## src/rtl/image_frame_capture_if.sv

```systemverilog
// image_frame_capture_if: sensor, FIFO and status signals of the frame capture block
//   fv, lv, pix      sensor frame valid, line valid, pixel data (PIX_W)
//   capture_req      one-cycle pulse that arms capture of the next full frame
//   fifo_full        downstream FIFO full
//   out_valid/data   FIFO write enable and zero-extended 16-bit pixel word
//   out_sof/out_eol  first word of frame / last word of line
//   capture_busy     armed or capturing
//   capture_done     one-cycle pulse at frame end
//   frame_cols/rows  geometry of the last captured frame
//   frame_error      [0] word dropped on full FIFO, [1] ragged line length (sticky)
// master drives the sensor/control side; slave is the capture block.
interface image_frame_capture_if #(
    parameter int PIX_W = 12,
    parameter int COL_W = 12,
    parameter int ROW_W = 12
);
    logic             fv;
    logic             lv;
    logic [PIX_W-1:0] pix;
    logic             capture_req;
    logic             fifo_full;
    logic             out_valid;
    logic [15:0]      out_data;
    logic             out_sof;
    logic             out_eol;
    logic             capture_busy;
    logic             capture_done;
    logic [COL_W-1:0] frame_cols;
    logic [ROW_W-1:0] frame_rows;
    logic [1:0]       frame_error;

    modport master (
        output fv, lv, pix, capture_req, fifo_full,
        input  out_valid, out_data, out_sof, out_eol, capture_busy, capture_done,
               frame_cols, frame_rows, frame_error
    );

    modport slave (
        input  fv, lv, pix, capture_req, fifo_full,
        output out_valid, out_data, out_sof, out_eol, capture_busy, capture_done,
               frame_cols, frame_rows, frame_error
    );
endinterface

```

## src/rtl/image_frame_capture.sv

```systemverilog
// image_frame_capture: captures one sensor frame per request into a 16-bit write FIFO
//   i_pixclk   pixel clock, the only clock
//   i_reset    synchronous active-high reset
//   io_bus     slave side of image_frame_capture_if (sensor in, FIFO writes and status out)
// A pixel sampled at edge k is written after edge k+2: stage 1 registers the sensor,
// stage 2 holds one pixel back so its end-of-line flag is known when it is emitted.
module image_frame_capture #(
    parameter int PIX_W = 12,
    parameter int COL_W = 12,
    parameter int ROW_W = 12
) (
    input logic                  i_pixclk,
    input logic                  i_reset,
    image_frame_capture_if.slave io_bus
);
    typedef enum logic [1:0] {S_IDLE, S_ARMED, S_CAPTURE, S_DONE} state_t;

    state_t           r_state, w_next;
    logic             r_fv, r_lv, r_fv_d;
    logic [PIX_W-1:0] r_pix, r_pend_pix;
    logic             r_pend_v, r_first;
    logic             r_out_valid, r_out_sof, r_out_eol, r_done;
    logic [15:0]      r_out_data;
    logic [COL_W-1:0] r_col, r_ref, r_cols, w_len;
    logic [ROW_W-1:0] r_row, r_rows, w_row_inc;
    logic [1:0]       r_err;
    logic             w_elv, w_rise, w_fall, w_accept, w_start, w_done, w_write;

    assign w_elv     = r_lv & r_fv;
    assign w_rise    = r_fv & ~r_fv_d;
    assign w_fall    = ~r_fv & r_fv_d;
    assign w_write   = r_pend_v & ~io_bus.fifo_full;
    // Line length including the word being emitted now; both counters stick at all-ones.
    assign w_len     = &r_col ? r_col : r_col + COL_W'(1);
    assign w_row_inc = &r_row ? r_row : r_row + ROW_W'(1);

    always_comb begin
        w_accept = r_state == S_IDLE && io_bus.capture_req;
        w_start  = r_state == S_ARMED && w_rise;
        w_done   = r_state == S_DONE;
        w_next   = w_accept ? S_ARMED :
                   w_start ? S_CAPTURE :
                   (r_state == S_CAPTURE && w_fall) ? S_DONE :
                   w_done ? S_IDLE : r_state;
    end

    always_ff @(posedge i_pixclk) begin
        if (i_reset) r_state <= S_IDLE;
        else         r_state <= w_next;
    end

    always_ff @(posedge i_pixclk) begin
        if (i_reset) begin
            r_fv        <= 1'b0;
            r_lv        <= 1'b0;
            r_fv_d      <= 1'b0;
            r_pix       <= '0;
            r_pend_pix  <= '0;
            r_pend_v    <= 1'b0;
            r_first     <= 1'b0;
            r_out_valid <= 1'b0;
            r_out_sof   <= 1'b0;
            r_out_eol   <= 1'b0;
            r_out_data  <= '0;
            r_done      <= 1'b0;
            r_col       <= '0;
            r_ref       <= '0;
            r_row       <= '0;
            r_cols      <= '0;
            r_rows      <= '0;
            r_err       <= '0;
        end else begin
            r_fv     <= io_bus.fv;
            r_lv     <= io_bus.lv;
            r_pix    <= io_bus.pix;
            r_fv_d   <= r_fv;
            // The arming edge itself may already carry the first pixel of the frame.
            r_pend_v <= w_elv && (r_state == S_CAPTURE || w_start);
            if (w_elv) r_pend_pix <= r_pix;
            // A pending pixel with no valid successor closes its line (also on fv falling).
            r_out_valid <= w_write;
            r_out_sof   <= w_write && r_first;
            r_out_eol   <= w_write && !w_elv;
            if (r_pend_v) r_out_data <= 16'(r_pend_pix);
            if (w_start) r_first <= 1'b1;
            else if (r_pend_v) r_first <= 1'b0;
            if (w_accept) begin
                r_col <= '0;
                r_row <= '0;
                r_ref <= '0;
                r_err <= '0;
            end else if (r_pend_v) begin
                r_err[0] <= r_err[0] | io_bus.fifo_full;
                if (w_elv) r_col <= w_len;
                else begin
                    r_col <= '0;
                    r_row <= w_row_inc;
                    if (r_row == '0) r_ref <= w_len;
                    else if (w_len != r_ref) r_err[1] <= 1'b1;
                end
            end
            r_done <= w_done;
            if (w_done) begin
                r_cols <= r_ref;
                r_rows <= r_row;
            end
        end
    end

    assign io_bus.out_valid    = r_out_valid;
    assign io_bus.out_data     = r_out_data;
    assign io_bus.out_sof      = r_out_sof;
    assign io_bus.out_eol      = r_out_eol;
    assign io_bus.capture_busy = r_state == S_ARMED || r_state == S_CAPTURE;
    assign io_bus.capture_done = r_done;
    assign io_bus.frame_cols   = r_cols;
    assign io_bus.frame_rows   = r_rows;
    assign io_bus.frame_error  = r_err;
endmodule
```

## src/flat_wrapper.sv

```systemverilog
// flat-port wrapper written by rule: the top's interface ports become plain ports
module image_frame_capture_flat 
#(
    parameter int PIX_W = 12,
    parameter int COL_W = 12,
    parameter int ROW_W = 12
)
  (i_pixclk, i_reset, io_bus_fv, io_bus_lv, io_bus_pix, io_bus_capture_req, io_bus_fifo_full, io_bus_out_valid, io_bus_out_data, io_bus_out_sof, io_bus_out_eol, io_bus_capture_busy, io_bus_capture_done, io_bus_frame_cols, io_bus_frame_rows, io_bus_frame_error);
  image_frame_capture_if #(.PIX_W(PIX_W), .COL_W(COL_W), .ROW_W(ROW_W)) io_bus_i ();
  input logic i_pixclk;
  input logic i_reset;
  input wire logic [$bits(io_bus_i.fv)-1:0] io_bus_fv;
  input wire logic [$bits(io_bus_i.lv)-1:0] io_bus_lv;
  input wire logic [$bits(io_bus_i.pix)-1:0] io_bus_pix;
  input wire logic [$bits(io_bus_i.capture_req)-1:0] io_bus_capture_req;
  input wire logic [$bits(io_bus_i.fifo_full)-1:0] io_bus_fifo_full;
  output wire logic [$bits(io_bus_i.out_valid)-1:0] io_bus_out_valid;
  output wire logic [$bits(io_bus_i.out_data)-1:0] io_bus_out_data;
  output wire logic [$bits(io_bus_i.out_sof)-1:0] io_bus_out_sof;
  output wire logic [$bits(io_bus_i.out_eol)-1:0] io_bus_out_eol;
  output wire logic [$bits(io_bus_i.capture_busy)-1:0] io_bus_capture_busy;
  output wire logic [$bits(io_bus_i.capture_done)-1:0] io_bus_capture_done;
  output wire logic [$bits(io_bus_i.frame_cols)-1:0] io_bus_frame_cols;
  output wire logic [$bits(io_bus_i.frame_rows)-1:0] io_bus_frame_rows;
  output wire logic [$bits(io_bus_i.frame_error)-1:0] io_bus_frame_error;
  assign io_bus_i.fv = io_bus_fv;
  assign io_bus_i.lv = io_bus_lv;
  assign io_bus_i.pix = io_bus_pix;
  assign io_bus_i.capture_req = io_bus_capture_req;
  assign io_bus_i.fifo_full = io_bus_fifo_full;
  assign io_bus_out_valid = io_bus_i.out_valid;
  assign io_bus_out_data = io_bus_i.out_data;
  assign io_bus_out_sof = io_bus_i.out_sof;
  assign io_bus_out_eol = io_bus_i.out_eol;
  assign io_bus_capture_busy = io_bus_i.capture_busy;
  assign io_bus_capture_done = io_bus_i.capture_done;
  assign io_bus_frame_cols = io_bus_i.frame_cols;
  assign io_bus_frame_rows = io_bus_i.frame_rows;
  assign io_bus_frame_error = io_bus_i.frame_error;
  image_frame_capture #(.PIX_W(PIX_W), .COL_W(COL_W), .ROW_W(ROW_W)) u_core (.i_pixclk(i_pixclk), .i_reset(i_reset), .io_bus(io_bus_i));
endmodule
```

## config.mk

```make
export PLATFORM = sky130hd
export DESIGN_NAME = image_frame_capture_flat
export DESIGN_NICKNAME = d
export VERILOG_FILES = /design/src/rtl/image_frame_capture_if.sv /design/src/rtl/image_frame_capture.sv /design/src/flat_wrapper.sv
export SDC_FILE = /design/constraint.sdc
export NUM_CORES = 1
export LEC_CHECK = 0
export ABC_AREA = 1
export BUFFER_PORTS_ARGS = -buffer_cell sky130_fd_sc_hd__buf_2
export CORE_AREA = 2 2 98 100
export DETAILED_ROUTE_END_ITERATION = 16
export DIE_AREA = 0 0 100 102
export PLACE_DENSITY = 0.74
export RECOVER_POWER = 50
export SYNTH_ARGS = -nofsm -noshare
export SYNTH_HDL_FRONTEND = slang
export SYNTH_SLANG_ARGS = --single-unit
```

## constraint.sdc

```tcl
create_clock -name i_pixclk -period 1.75 [get_ports i_pixclk]
set_input_delay 0.2625 -clock i_pixclk [delete_from_list [all_inputs] [get_ports i_pixclk]]
set_output_delay 0.2625 -clock i_pixclk [all_outputs]
set_load 0.02 [all_outputs]
```

# After elaboration in Yosys (flattened, before gate mapping)
# Index checks and enable logic that the tools add are counted.
# word_totals
regBits	109
in_bits	18
output_inout_bits	47
# op_classes
n_addsub	2
eq_ne	4
muxes	8
n_bitwise	11
reduce_logical	20
# ops
op	n
adder 12 x 1 -> 12 bit, second input constant	2
two-way mux 12 bit	2
AND reduction 12 bit	2
zero test 12 bit	1
inequality test 12 bit	1
logical AND 1 bit	6
two-way mux 2 bit	3
inverter 1 bit	6
AND reduction 3 bit	2
AND 1 bit	4
equality test 2 bit, second input constant	2
AND reduction 4 bit	1
nonzero test 4 bit	1
two-way mux 1 bit	3
nonzero test 3 bit	1
equality test 2 x 1 -> 1 bit, second input constant	1
zero test 2 bit	1
logical OR 1 bit	2
nonzero test 2 bit	1
OR reduction 2 bit	1
zero test 1 bit	1
OR 1 bit	1

# Longest topological paths before layout
# depth
depth_word	6
ltp_mapped	15
ltp_nobuf	15

# Least setup slack after synthesis
# OpenSTA, ideal clock, no wires.
# synth_path
kind	reg-to-reg
start	register u_core.r_col[0]
end	register u_core.r_err[1], in the netlist u_core.io_bus.frame_error[1]
arrival_ns	1.603
required_ns	1.619
setup_slack_ns	0.016
path_stages_with_launch	14
path_buffers	1
cell_sequence	dfxtp_1 > ha_1 > nand2_4 > nor2_8 > nand3_4 > buf_6 > nand3_1 > nand3_1 > nor2_1 > nand2_1 > nor2_1 > nand2_1 > nand2_1 > a21oi_2
# synth_via
elab_chain_cells	4
# synth_lines
item	line	source
start: declaration	image_frame_capture.sv:24	logic [COL_W-1:0] r_col, r_ref, r_cols, w_len;
start signal: assignment	image_frame_capture.sv:94	if (w_elv) r_col <= w_len;
adder 12 x 1 -> 12 bit or AND reduction 12 bit (tied branches)	image_frame_capture.sv:34	assign w_len = &r_col ? r_col : r_col + COL_W'(1);
two-way mux 12 bit *	image_frame_capture.sv:34	
inequality test 12 bit *	image_frame_capture.sv:99	else if (w_len != r_ref) r_err[1] <= 1'b1;
AND reduction 4 bit (no line) *	--	
end signal: assignment	image_frame_capture.sv:71	r_err <= '0;
end signal: assignment	image_frame_capture.sv:91	r_err <= '0;
end signal: assignment	image_frame_capture.sv:99	
end: declaration	image_frame_capture.sv:26	logic [1:0] r_err;
# Every way passes the cells marked *; elsewhere a longest branch is shown, timed or not.
# A chain may end at the register's enable or synchronous reset.

# Worst setup path after layout
# layout_path
start	register u_core.r_col[8]
end	register u_core.r_err[1], in the netlist u_core.io_bus.frame_error[1]
# Same word-level chain as after synthesis.

==> metrics.md <==
| Metric | Value |
|---|---|
| Status | complete, no violations |
| CTS H-tree depth | 3 |
| Area of the multi-input gates | about 2100 µm² |
| # port buffers | 60 |
| Rows | 35 |
| Total power | between 4 and 5 mW |
| Slew Viols, Final | 0 |
| Leakage | approximately 2.4 nW |
| Fin nets | a little over 700 |
| Die Wd | ~100 µm |
| Hold endpoint | u_core.r_pix[1] |
| Hold_ws | between 0.09 and 0.1 ns |
| First-pass detailed-route iteration total | 6 |
| Remaining Overflow, GRT | 0 |
| Hold path startpoint | io_bus_pix[1] |
| Pwr Density | approximately 800 nW/µm² |
| Yosys warnings | 0 |
| CTS tree | yes |
| Syn_area_per_cell | ~7.6 µm² |
| Die area | between 10000 and 15000 µm² |
| Slew @ Worst Pin | approximately 0.82 ns |
| Hold Path Stages | 3 |
| TritonCTS Buffers | 9 |
| Setup violators final | 0 |
| Hpwl dp | roughly 7600 µm |
| Number of global-route vias before repair | slightly below 4000 |
| Worst r2r src | u_core.r_col[8] |
| Cell area after synthesis | 4570 µm² |
| Antenna-violating nets left | 0 |
| Largest net degree at the start of global routing | 51 |
| CP endpoint kind | flip-flop |
| Final Non-Filler Cells | 800 |
| Vias/cell | about 5.1 |
| First-pass GRT wire length | roughly 18000 µm |
| Cell Count Post-Placement | roughly 780 |
| Iter 0 DRT Violations | 249 |
| FF/Latch Area | about 2200 µm² |
| Cts hold-fix bufs | 0 |
| Skew-Pair Late Insertion Delay | approximately 0.37 ns |
| RSZ-0062 raised after global routing | true |
| Final Hold Vio Count | 0 |
| Clock Tree Buf Depth | 2 |
| Peak supply drop | 467 µV |
| Share of cells above drive strength 1 | 0.192 |
| Final min period | around 1.7 ns |
| GPL Wtd Cong | 0.939 |
| Detailed Route WL | between 10000 and 15000 µm |
| Distinct cells, synth | 40 |
| Yosys reg bits | approximately 110 |
| WS Path Type | reg -> reg |
| Clock sink total | between 100 and 150 |
| Worst min path class | in -> reg |
| Area growth syn-to-layout | 19.8% |
| Reg clk slew, reported paths | 0.11 ns |
| GR Util All Layers | 0.218 |
| Die Height | between 100 and 150 µm |
| Peak Freq | ~580 MHz |
| Skew final | around 0.011 ns |
| Post-synthesis sequential area ratio | 0.477 |
| Crit-path max FO | 8 |
| Starting Density | 0.502 |
| Vias | just over 4000 |
| Register-to-Register Setup Slack | 0.04 ns |
| Final cell area excluding filler cells | between 5000 and 6000 µm² |
| Fill cells | between 800 and 900 |
| IO Count | 65 |
| Crit path DAT | just under 2 ns |
| Required @ worst endpoint | around 2 ns |
| R2R cell count | 11 |
| Reg-to-reg endpoint | u_core.io_bus.frame_error[1] |
| Number of remaining DRC errors | 0 |
| Crit start category | flip-flop |
| N_diodes | 0 |
| CORE AREA | slightly above 9000 µm² |
| Slew HR | 0.455 |
| Post-DP Area | about 5000 µm² |
| CTS Root Cell | clkbuf_8 |
| Final period util | 0.977 |
| Initial antenna violation count | 0 |
| Post-synthesis cell count | about 600 |
| Routed len/inst | approximately 13 µm |
| MaxCap Viol Count | 0 |
where the power goes:
group	total (mW)	leakage, nW	internal [mW]	switching, mW
Sequential	2.53	0.888	2.52	0.0176
Clock	1.53	0.104	0.627	0.906
Combinational	0.190	1.39	0.0644	0.126
Total	4.26	2.38	3.21	1.05
stage by stage:
step                setup TNS [ns]  utilization  worst slack (ns)
floorplan                        0            -            0.0164
global placement                 0        0.565            0.0322
global route                -0.681        0.601            -0.125
detailed placement        -0.00598        0.565          -0.00598
finish                           0        0.601            0.0394
CTS                              0        0.588           0.00778
metal layers:
layer	track usage	vias to the layer above	part of all wire
li1	-	2114	-
met1	0.290	1900	0.46
met2	0.365	83	0.49
met3	0.0424	9	0.039
met4	0.0632	0	0.0088
met5	0	-	0
worst max path at each step:
stage          slack, ns  cells past startpoint                           end       startpoint
2_1_floorplan       0.02                     13  u_core.io_bus.frame_error[1]  u_core.r_col[0]
3_3_place_gp        0.03                     13  u_core.io_bus.frame_error[1]  u_core.r_col[8]
3_5_place_dp      -0.006                     14  u_core.io_bus.frame_error[1]  u_core.r_col[0]
4_1_cts            0.008                     15  u_core.io_bus.frame_error[1]  u_core.r_col[1]
5_1_grt            -0.13                     13  u_core.io_bus.frame_error[1]  u_core.r_col[0]
6_report            0.04                     11  u_core.io_bus.frame_error[1]  u_core.r_col[8]
synthesized netlist by cell type (all sizes together):
cell,count,share of area
conb,1,0.00082
o21a,1,0.0016
clkbuf,20,0.016
o21ai,63,0.070
nand3b,2,0.0033
a21boi,1,0.0016
nand4,12,0.016
nor3b,1,0.0016
nor3,4,0.0044
clkinv,1,0.00082
buf,8,0.012
ha,7,0.019
nand3,33,0.041
o21bai,3,0.0049
a21oi,57,0.064
xnor2,1,0.0019
nor2,95,0.087
o211ai,1,0.0016
and2,1,0.0014
nor4,3,0.0088
inv,69,0.057
xor2,2,0.0038
nand2,95,0.086
a31oi,3,0.0041
dfxtp,109,0.48
a211oi,8,0.013
worst max-delay path, cell delays in order (launching register included):
cell and delay (ns):
dfxtp_1 0.41, nand3_1 0.22, nor2_4 0.19, nand2_4 0.11, nand3_1 0.08, nand2_1 0.10, nor2_1 0.11, nand3b_1 0.09
nor2_2 0.11, nand2_1 0.06, nand2_1 0.07, a21oi_2 0.05
registers in the layout, indices dropped and copies added, names as in the netlist, 2 cells and up:
signal and cells:
u_core.io_bus.frame_cols 12, u_core.r_col 12, u_core.r_ref 12, u_core.r_pix 12
u_core.io_bus.out_data 12, u_core.io_bus.frame_rows 12, u_core.r_pend_pix 12, u_core.io_bus.frame_error 2
u_core.r_state 2, u_core.r_row 12
cell usage in the layout, fill, tap and decap left out, types with 2 or more instances in the layout:
master / instances
conb_1: 4
nor3_1: 4
clkbuf_2: 2
a21oi_1: 54
dfxtp_1: 100
inv_6: 3
nor2_2: 8
nand3_2: 3
nand2_1: 79
nand2_4: 3
a31oi_1: 3
inv_1: 65
nand2_2: 12
nor4_4: 2
buf_2: 27
nand3_1: 28
clkbuf_8: 11
a211oi_1: 8
buf_6: 3
buf_4: 29
nand4_1: 12
xor2_1: 2
nor2_1: 83
ha_1: 6
o21bai_1: 3
o21ai_0: 62
nor2_4: 2
nand3_4: 2
inv_2: 4
nand3b_1: 2
nor2_8: 2
dfxtp_2: 8
clkbuf_1: 35
a21oi_2: 3
what timing repair did:
action,in CTS,in global routing
buffers inserted,1,6
pin swaps,1,17
gates resized for setup,2,37
setup endpoints to repair,1,29
kinds of logic after synthesis:
kind of cell / synth area share
AND/OR/NAND/NOR: 0.250
AO/OA/AOI/OAI: 0.161
flip-flops: 0.477
other: 0.000820
adder cells (fa/ha/maj): 0.0192
XOR/XNOR: 0.00575
buffers and inverters: 0.0857
final cells by class:
class                           instances  share of cell area
Sequential cell                       109               0.401
Inverter                               70              0.0480
Timing Repair Buffer                   97               0.100
Tap cell                              111              0.0254
Clock buffer                           11              0.0277
Clock inverter                          5             0.00937
Multi-Input combinational cell        397               0.388
Note: power is estimated with default switching activity, not from simulation.
